<file path="config.mk">
export PLATFORM = sky130hd
export DESIGN_NAME = sample_and_hold_mux
export DESIGN_NICKNAME = d
export VERILOG_FILES = /design/src/rtl/sample_and_hold_mux.sv
export SDC_FILE = /design/constraint.sdc
export NUM_CORES = 1
export LEC_CHECK = 0
export BUFFER_PORTS_ARGS = -buffer_cell sky130_fd_sc_hd__buf_2
export CAP_MARGIN = 10
export CORE_ASPECT_RATIO = 0.7
export CORE_MARGIN = 2
export CORE_UTILIZATION = 49
export DETAILED_ROUTE_END_ITERATION = 10
export PLACE_DENSITY = 0.91
export SLEW_MARGIN = 20
export SYNTH_ARGS = -nofsm -noshare
export SYNTH_HDL_FRONTEND = slang
export SYNTH_SLANG_ARGS = --single-unit
export TNS_END_PERCENT = 10
</file>
<file path="constraint.sdc">
create_clock -name clk -period 1.58 [get_ports clk]
set_input_delay 0.316 -clock clk [delete_from_list [all_inputs] [get_ports clk]]
set_output_delay 0.316 -clock clk [all_outputs]
set_load 0.01 [all_outputs]
</file>
<file path="src/rtl/sample_and_hold_mux.sv">
// Purpose: multi-channel sample-and-hold. Tracks the selected channel in IDLE,
//          runs a fixed acquisition window on request, then holds the value
//          (with optional 1-LSB droop) until released by the SAR loop.
// Latency: output is registered, 1-cycle lag while tracking; the held value is
//          valid ACQ_CYCLES edges after an accepted request.
// Backpressure: none; requests outside IDLE (or HOLD+release) are dropped.
//
// Ports:
//   clk                 clock, rising edge
//   reset               asynchronous active-high reset
//   input_voltage_real  NUM_CH packed channel codes, channel i at [i*WIDTH +: WIDTH]
//   ch_sel              channel to track / sample
//   sample_req          start acquisition (IDLE, or HOLD together with hold_release)
//   hold_release        end of hold (HOLD only)
//   output_voltage_real capacitor value
//   held_ch             channel latched at the last accepted request
//   busy                high in ACQUIRE or HOLD
//   hold_valid          high in HOLD
module sample_and_hold_mux #(
  parameter int WIDTH        = 10,
  parameter int NUM_CH       = 4,
  parameter int ACQ_CYCLES   = 4,
  parameter int DROOP_PERIOD = 0,
  localparam int CH_W        = (NUM_CH > 1) ? $clog2(NUM_CH) : 1
) (
  input  logic                    clk,
  input  logic                    reset,
  input  logic [NUM_CH*WIDTH-1:0] input_voltage_real,
  input  logic [CH_W-1:0]         ch_sel,
  input  logic                    sample_req,
  input  logic                    hold_release,
  output logic [WIDTH-1:0]        output_voltage_real,
  output logic [CH_W-1:0]         held_ch,
  output logic                    busy,
  output logic                    hold_valid
);

  localparam logic [7:0]  ACQ_LAST   = 8'(ACQ_CYCLES - 1);
  localparam logic [15:0] DROOP_LAST = (DROOP_PERIOD > 0) ? 16'(DROOP_PERIOD - 1) : 16'd0;

  typedef enum logic [1:0] {
    S_IDLE    = 2'd0,
    S_ACQUIRE = 2'd1,
    S_HOLD    = 2'd2
  } state_t;

  state_t             r_state;
  state_t             w_next_state;
  logic [WIDTH-1:0]   r_cap;
  logic [7:0]         r_acq_cnt;
  logic [15:0]        r_droop_cnt;
  logic [CH_W-1:0]    r_held_ch;
  logic [WIDTH-1:0]   w_sel_code;
  logic [WIDTH-1:0]   w_held_code;
  logic               w_acq_done;

  // Channel muxes; an out-of-range selector (NUM_CH not a power of two) reads 0.
  always_comb begin
    w_sel_code  = '0;
    w_held_code = '0;
    for (int i = 0; i < NUM_CH; i++) begin
      if (ch_sel == CH_W'(i))
        w_sel_code = input_voltage_real[i*WIDTH +: WIDTH];
      if (r_held_ch == CH_W'(i))
        w_held_code = input_voltage_real[i*WIDTH +: WIDTH];
    end
  end

  assign w_acq_done = (r_acq_cnt == ACQ_LAST);

  // State register
  always_ff @(posedge clk or posedge reset) begin
    if (reset)
      r_state <= S_IDLE;
    else
      r_state <= w_next_state;
  end

  // Next-state logic
  always_comb begin
    w_next_state = r_state;
    case (r_state)
      S_IDLE: begin
        if (sample_req)
          w_next_state = S_ACQUIRE;
      end
      S_ACQUIRE: begin
        if (w_acq_done)
          w_next_state = S_HOLD;
      end
      S_HOLD: begin
        if (hold_release)
          w_next_state = sample_req ? S_ACQUIRE : S_IDLE;
      end
      default: w_next_state = S_IDLE;
    endcase
  end

  // Outputs decoded from state so reset clears them without a clock edge.
  always_comb begin
    busy       = (r_state != S_IDLE);
    hold_valid = (r_state == S_HOLD);
  end

  // Capacitor, counters and latched channel.
  always_ff @(posedge clk or posedge reset) begin
    if (reset) begin
      r_cap       <= '0;
      r_acq_cnt   <= '0;
      r_droop_cnt <= '0;
      r_held_ch   <= '0;
    end else begin
      case (r_state)
        S_IDLE: begin
          r_cap <= w_sel_code;
          if (sample_req) begin
            r_held_ch <= ch_sel;
            r_acq_cnt <= '0;
          end
        end
        S_ACQUIRE: begin
          // Last edge of the window is also the final capture.
          r_cap     <= w_held_code;
          r_acq_cnt <= r_acq_cnt + 8'd1;
          if (w_acq_done)
            r_droop_cnt <= '0;
        end
        S_HOLD: begin
          if (hold_release) begin
            // Cap stays frozen on the release edge; tracking resumes next edge.
            if (sample_req) begin
              r_held_ch <= ch_sel;
              r_acq_cnt <= '0;
            end
          end else if (DROOP_PERIOD > 0) begin
            if (r_droop_cnt == DROOP_LAST) begin
              r_droop_cnt <= '0;
              if (r_cap != '0)
                r_cap <= r_cap - WIDTH'(1);
            end else begin
              r_droop_cnt <= r_droop_cnt + 16'd1;
            end
          end
        end
        default: begin
          r_cap <= r_cap;
        end
      endcase
    end
  end

  assign output_voltage_real = r_cap;
  assign held_ch             = r_held_ch;

endmodule

</file>
Yosys cells after proc, flatten, opt, wreduce, memory -nomap -nowiden:

Index checks and enable logic that the tools add are counted.

* word-level logic and storage cells: 47
* register bits after elaboration: 22

* reduce and logical (&&, ||, !) cells: 10
* add/subtract/negate cells: 1
* mux-type cells: 20
* equal/unequal tests: 12

Operators by type and width (number)
* 10-bit two-way mux: 8
* 8-bit case mux with 3 select lines: 1
* 10-bit case mux with 2 select lines: 1
* 8-bit two-way mux: 2
* 2-bit equality test, second input constant: 5
* 2-bit two-way mux: 5
* 8-bit by 1-bit adder with 8-bit output, second input constant: 1
* 8-bit by 2-bit equality test with 1-bit output, second input constant: 1
* 2-bit by 1-bit equality test with 1-bit output, second input constant: 3
* 2-bit logical NOT: 3
* 2-bit inequality test, second input constant: 3
* 2-bit case mux with 3 select lines: 1
* 2-bit nonzero test: 3
* 2-bit case mux with 2 select lines: 1
* 2-bit AND reduction: 2
* 3-bit AND reduction: 1
* 3-bit nonzero test: 1
* 1-bit two-way mux: 1

Depth between registers and ports, before layout:

* word-level depth: 6
* gate-level depth with buffers: 5
* gate-level depth less buffers: 5

Worst setup path before layout:

OpenSTA, ideal clock, no wires.

* path kind: reg-to-reg
* start: register r_held_ch[0] (netlist: held_ch[0])
* end: register r_cap[0] (netlist: output_voltage_real[0])
* period minus slack after synthesis: 1451 ps
* required time: 1459 ps
* path buffers: 1
* data arrival time: 1329 ps
* cell stages (with the launch flop): 5
* setup slack: 129 ps
* path through: dfrtp_1 buf_6 mux4_2 a22oi_1 nand2_1

* cells in the longest elaborated chain, start to end: 6

RTL lines
* from (decl): line 52 `logic [CH_W-1:0] r_held_ch;`
* from (signal assigned): line 117 `r_held_ch <= ch_sel;`
* from (signal assigned): line 132 `r_held_ch <= ch_sel;`
* 2-bit logical NOT: line 64 `if (r_held_ch == CH_W'(i))`
* 10-bit two-way mux (3 in a row): line 64
* 10-bit two-way mux *: line 64
* 10-bit case mux with 2 select lines *: line 113 `case (r_state)`
* to (signal assigned): line 115 `r_cap <= w_sel_code;`
* to (signal assigned): line 123 `r_cap <= w_held_code;`
* to (signal assigned): line 139 `r_cap <= r_cap - WIDTH'(1);`
* to (decl): line 49 `logic [WIDTH-1:0] r_cap;`

Every way passes the cells marked *; elsewhere a longest branch is shown, timed or not.
A chain may end at the register's enable or synchronous reset.

Worst setup path in the final report:

* start: register r_state[1]
* end: output port busy

* cells in the longest elaborated chain, start to end: 1

RTL lines
* from (decl): line 47 `state_t r_state;`
* from (signal assigned): line 76 `r_state <= w_next_state;`
* 2-bit nonzero test: line 101 `busy = (r_state != S_IDLE);`
* to (decl): line 34 `output logic busy,`

Every way passes these cells.

==> impl_metrics.py <==
metrics = {
    "yosys": {
        "synth-edff-count": 0,
        "netlist-cell-type-count": 32,
        "async_flop_share_pct": 100,
        "synth-seq-area-share_pct": 35.0,
        "syn-cell-area_mm2": 0.00157,
        "synth_nets": 172,
        "synth_top_cell_by_area": "dfrtp_1",
        "synth_top_cell_area_share_pct": 35.0,
        "synth-seq-cells": 22,
        "synthCells": 125,
        "synth.avg_cell_area_um2": 12.6,
        "ys_warn_count": 0,
        "synth_ff_type": "dfrtp_1",
        "synth_area_leaders": "dfrtp_1 (35%), mux4_1 (17%), mux4_2 (14%)",
    },
    "worst_setup_path": {
        "arrival_ns": 1.21,
        "crit_slowest_cell": "dfrtp_1",
        "crit_start": "r_state[1]",
        "path_delay_family": "flip-flops",
        "setup.worst_path.class": "flip-flop to primary output",
        "critPathCaptureType": "primary output",
        "critPathRequiredTime_ns": 1.26,
        "critical_path.startpoint_type": "flip-flop",
        "r2r-start": "held_ch[0]",
        "cp_cell_sequence": "buf_6 -> nor2_2 -> inv_1 -> buf_2",
        "path_buf_inv": 3,
        "cp_max_fo": 9,
        "cp_slowest_stage_delay_ns": 0.44,
    },
    "floorplan": {
        "boundaryPins": 60,
        "start_util_pct": 50.6,
        "die_x_um": 71.7,
        "core_mm2": 0.00311,
        "die_height_um": 51.4,
        "dieArea_mm2": 0.00369,
        "rows": 17,
    },
    "clock_tree": {
        "clkLatencyLatePin_ns": 0.26,
        "clk_pin_slew_ns": 0.08,
        "numCtsBuffers": 3,
        "hold_buffers": 0,
        "htree_num_levels": 1,
        "cts_sinks": 22,
        "cts_tree": "done",
        "cts_root_buf": "clkbuf_8",
        "clockBufferDepth": 2,
    },
    "final_layout": {
        "drive_gt1_share_pct": 51.0,
        "layout.cells.non_filler": 230,
        "nets": 240,
        "ff_latch_area_um2": 551,
        "n_antenna_cell": 0,
        "n_fill_cell": 230,
        "multi_input_area_um2": 976,
        "areaGrowthSynthToFinish_pct": 30.5,
    },
    "power_and_ir_drop": {
        "peakVddDrop_uv": 883,
        "p_sw_mw": 1.31,
        "power_frac_comb_pct": 55.2,
        "p_seq_share_pct": 32.7,
        "report.power.total_mw": 3.30,
        "leakage_nw": 0.966,
        "p_clk_share_pct": 12.1,
        "powerDensity_mw_per_mm2": 1610,
        "p_int_mw": 1.99,
        "swShare_pct": 39.6,
    },
    "timing": {
        "finClkSkew_ns": 0.00346,
        "period_minus_slack_ns": 1.53,
        "post-route-period-util_pct": 96.6,
        "slew_headroom_pct": 65.1,
        "drv_slew": 0,
        "fin_setup_tns_ns": 0,
        "hold_violations": 0,
        "setup-violations-final": 0,
        "tightest_slew_ns": 0.523,
        "clock.fmax_ghz": 0.655,
    },
    "detailed_routing": {
        "first_iter_violations": 111,
        "viasPerCell": 5.97,
        "routed_wl_mm": 3.95,
        "ant_nets": 0,
        "drtPass1Iterations": 4,
        "drc": 0,
        "vias": 1372,
        "wl_per_cell_um": 17.2,
    },
    "status": {
        "outcome": "finished clean",
    },
    "grt": {
        "grt_usage_pct": 23.2,
        "grt_first_pass_wirelength_mm": 6.51,
        "first_global_vias": 1320,
        "overflow": 0,
        "grt_max_degree": 23,
        "antenna_found_initial": 0,
    },
    "placement": {
        "dp_hpwl_mm": 3.06,
        "gp_congestion": 0.827,
        "dp.cells": 224,
        "io_buffers": 59,
    },
    "min_path": {
        "worstHoldPathType": "primary input to async pin",
    },
    "run": {
        "cap_violations": 0,
    },
}
cells in the final DEF, fill, tap and decap left out:
cell       netlist  routed
nand3_1          2       2
mux4_1          10      10
a22oi_2          0       1
inv_1            4       4
dfrtp_1         22      22
o21bai_1         1       1
nor4_4           0       1
nand2b_4         1       1
buf_12           0       1
a211oi_1         1       1
a2111oi_4        1       1
xor2_1           2       2
nand3b_1         1       1
nand2_1         24      24
a21oi_1          1       1
mux2_1           2       2
ha_1             1       1
o211ai_2         1       1
or4b_4           0       1
mux4_2          10      10
buf_4            0      11
nand4_1          1       1
buf_2            4      59
nor2b_1          2       1
clkbuf_8         0       4
nor2b_2          0       1
a22oi_1         10       9
nor2_2           2       3
nor2_1           4       3
a22o_1           1       1
xnor2_1          3       3
or3_1            1       1
nand2b_1         1       1
buf_6            2       1
o21ai_0          3       3
a211oi_2         2       2
final cells by class:
| type | instances | area share (%) |
|---|---|---|
| Multi-Input combinational cell | 90 | 47.5 |
| Sequential cell | 22 | 26.8 |
| Timing Repair Buffer | 72 | 19.9 |
| Clock buffer | 4 | 2.68 |
| Tap cell | 38 | 2.32 |
| Inverter | 4 | 0.731 |
worst register-to-register path, cell delays in order, from the launching register on:
cell and delay (ns):
dfrtp_1 0.39, buf_12 0.17, mux4_1 0.57, a22oi_2 0.20, nand2_1 0.07
cell families after synthesis:
kind of cell / count (synthesis) / synth area share [%]
AO/OA/AOI/OAI: 21 / 11.7
XOR/XNOR: 5 / 2.78
adder cells (fa/ha/maj): 1 / 0.795
buffers and inverters: 13 / 4.38
flip-flops: 22 / 35.0
multiplexers: 22 / 32.5
AND/OR/NAND/NOR: 41 / 12.9
state kept, by name, indices dropped and copies added (netlist names):
name / count
r_acq_cnt: 8
held_ch: 2
r_state: 2
output_voltage_real: 10
what timing repair did:
item / 4_1_cts / 5_1_grt
setup endpoints to repair: 0 / 5
resized for setup: 0 / 6
setup buffers: 0 / 2
synthesized netlist by cell type, types with 2 or more instances:
master	count
mux4_1	10
xor2_1	2
a22oi_1	10
inv_1	4
mux2_1	2
a211oi_2	2
nand3_1	2
nor2b_1	2
nand2_1	24
buf_2	4
mux4_2	10
dfrtp_1	22
nor2_2	2
xnor2_1	3
o21ai_0	3
clkbuf_1	3
nor2_1	4
buf_6	2
path summary, 6_finish.rpt:
path | endpoint | slack [ns] | cells after the start
worst max register to register | output_voltage_real[4] | 0.08 | 4
worst max-delay path | busy | 0.05 | 4
worst min register to register | output_voltage_real[1] | 0.47 | 2
worst min-delay path | output_voltage_real[4] | 0.07 | 3
min in group clk | r_state[1] | 0.44 | 3
max in group asynchronous | r_acq_cnt[1] | 1.29 | 3
power by group through the flow:
stage | clock, mW | sequential [mW] | combinational, mW
finish | 0.399 | 1.08 | 1.82
global route | 0.422 | 1.11 | 2.00
CTS | 0.405 | 1.06 | 1.74
detailed placement | 0 | 1.07 | 1.74
global placement | 0 | 1.06 | 1.66
floorplan | 0 | 1.05 | 1.10
per-stage QoR:
step	hold WS (ns)	setup WS [ns]	utilization (%)	area, um^2
2_1_floorplan	0.305	0.129	-	1570
3_3_place_gp	0.365	0.0531	63.0	1960
3_5_place_dp	0.366	-0.0262	63.0	1960
4_1_cts	0.0855	0.00259	64.8	2010
5_1_grt	0.102	-0.00411	66.1	2050
6_report	0.0707	0.0533	66.1	2050
routing by layer:
metal | vias up | global-route usage, % | share of wire [%]
li1 | 628 | - | -
met5 | - | 0 | 0
met1 | 662 | 32.9 | 43
met3 | 12 | 4.34 | 6.0
met4 | 0 | 9.12 | 1.7
met2 | 70 | 35.8 | 49
(Power assumes the default switching activity.)
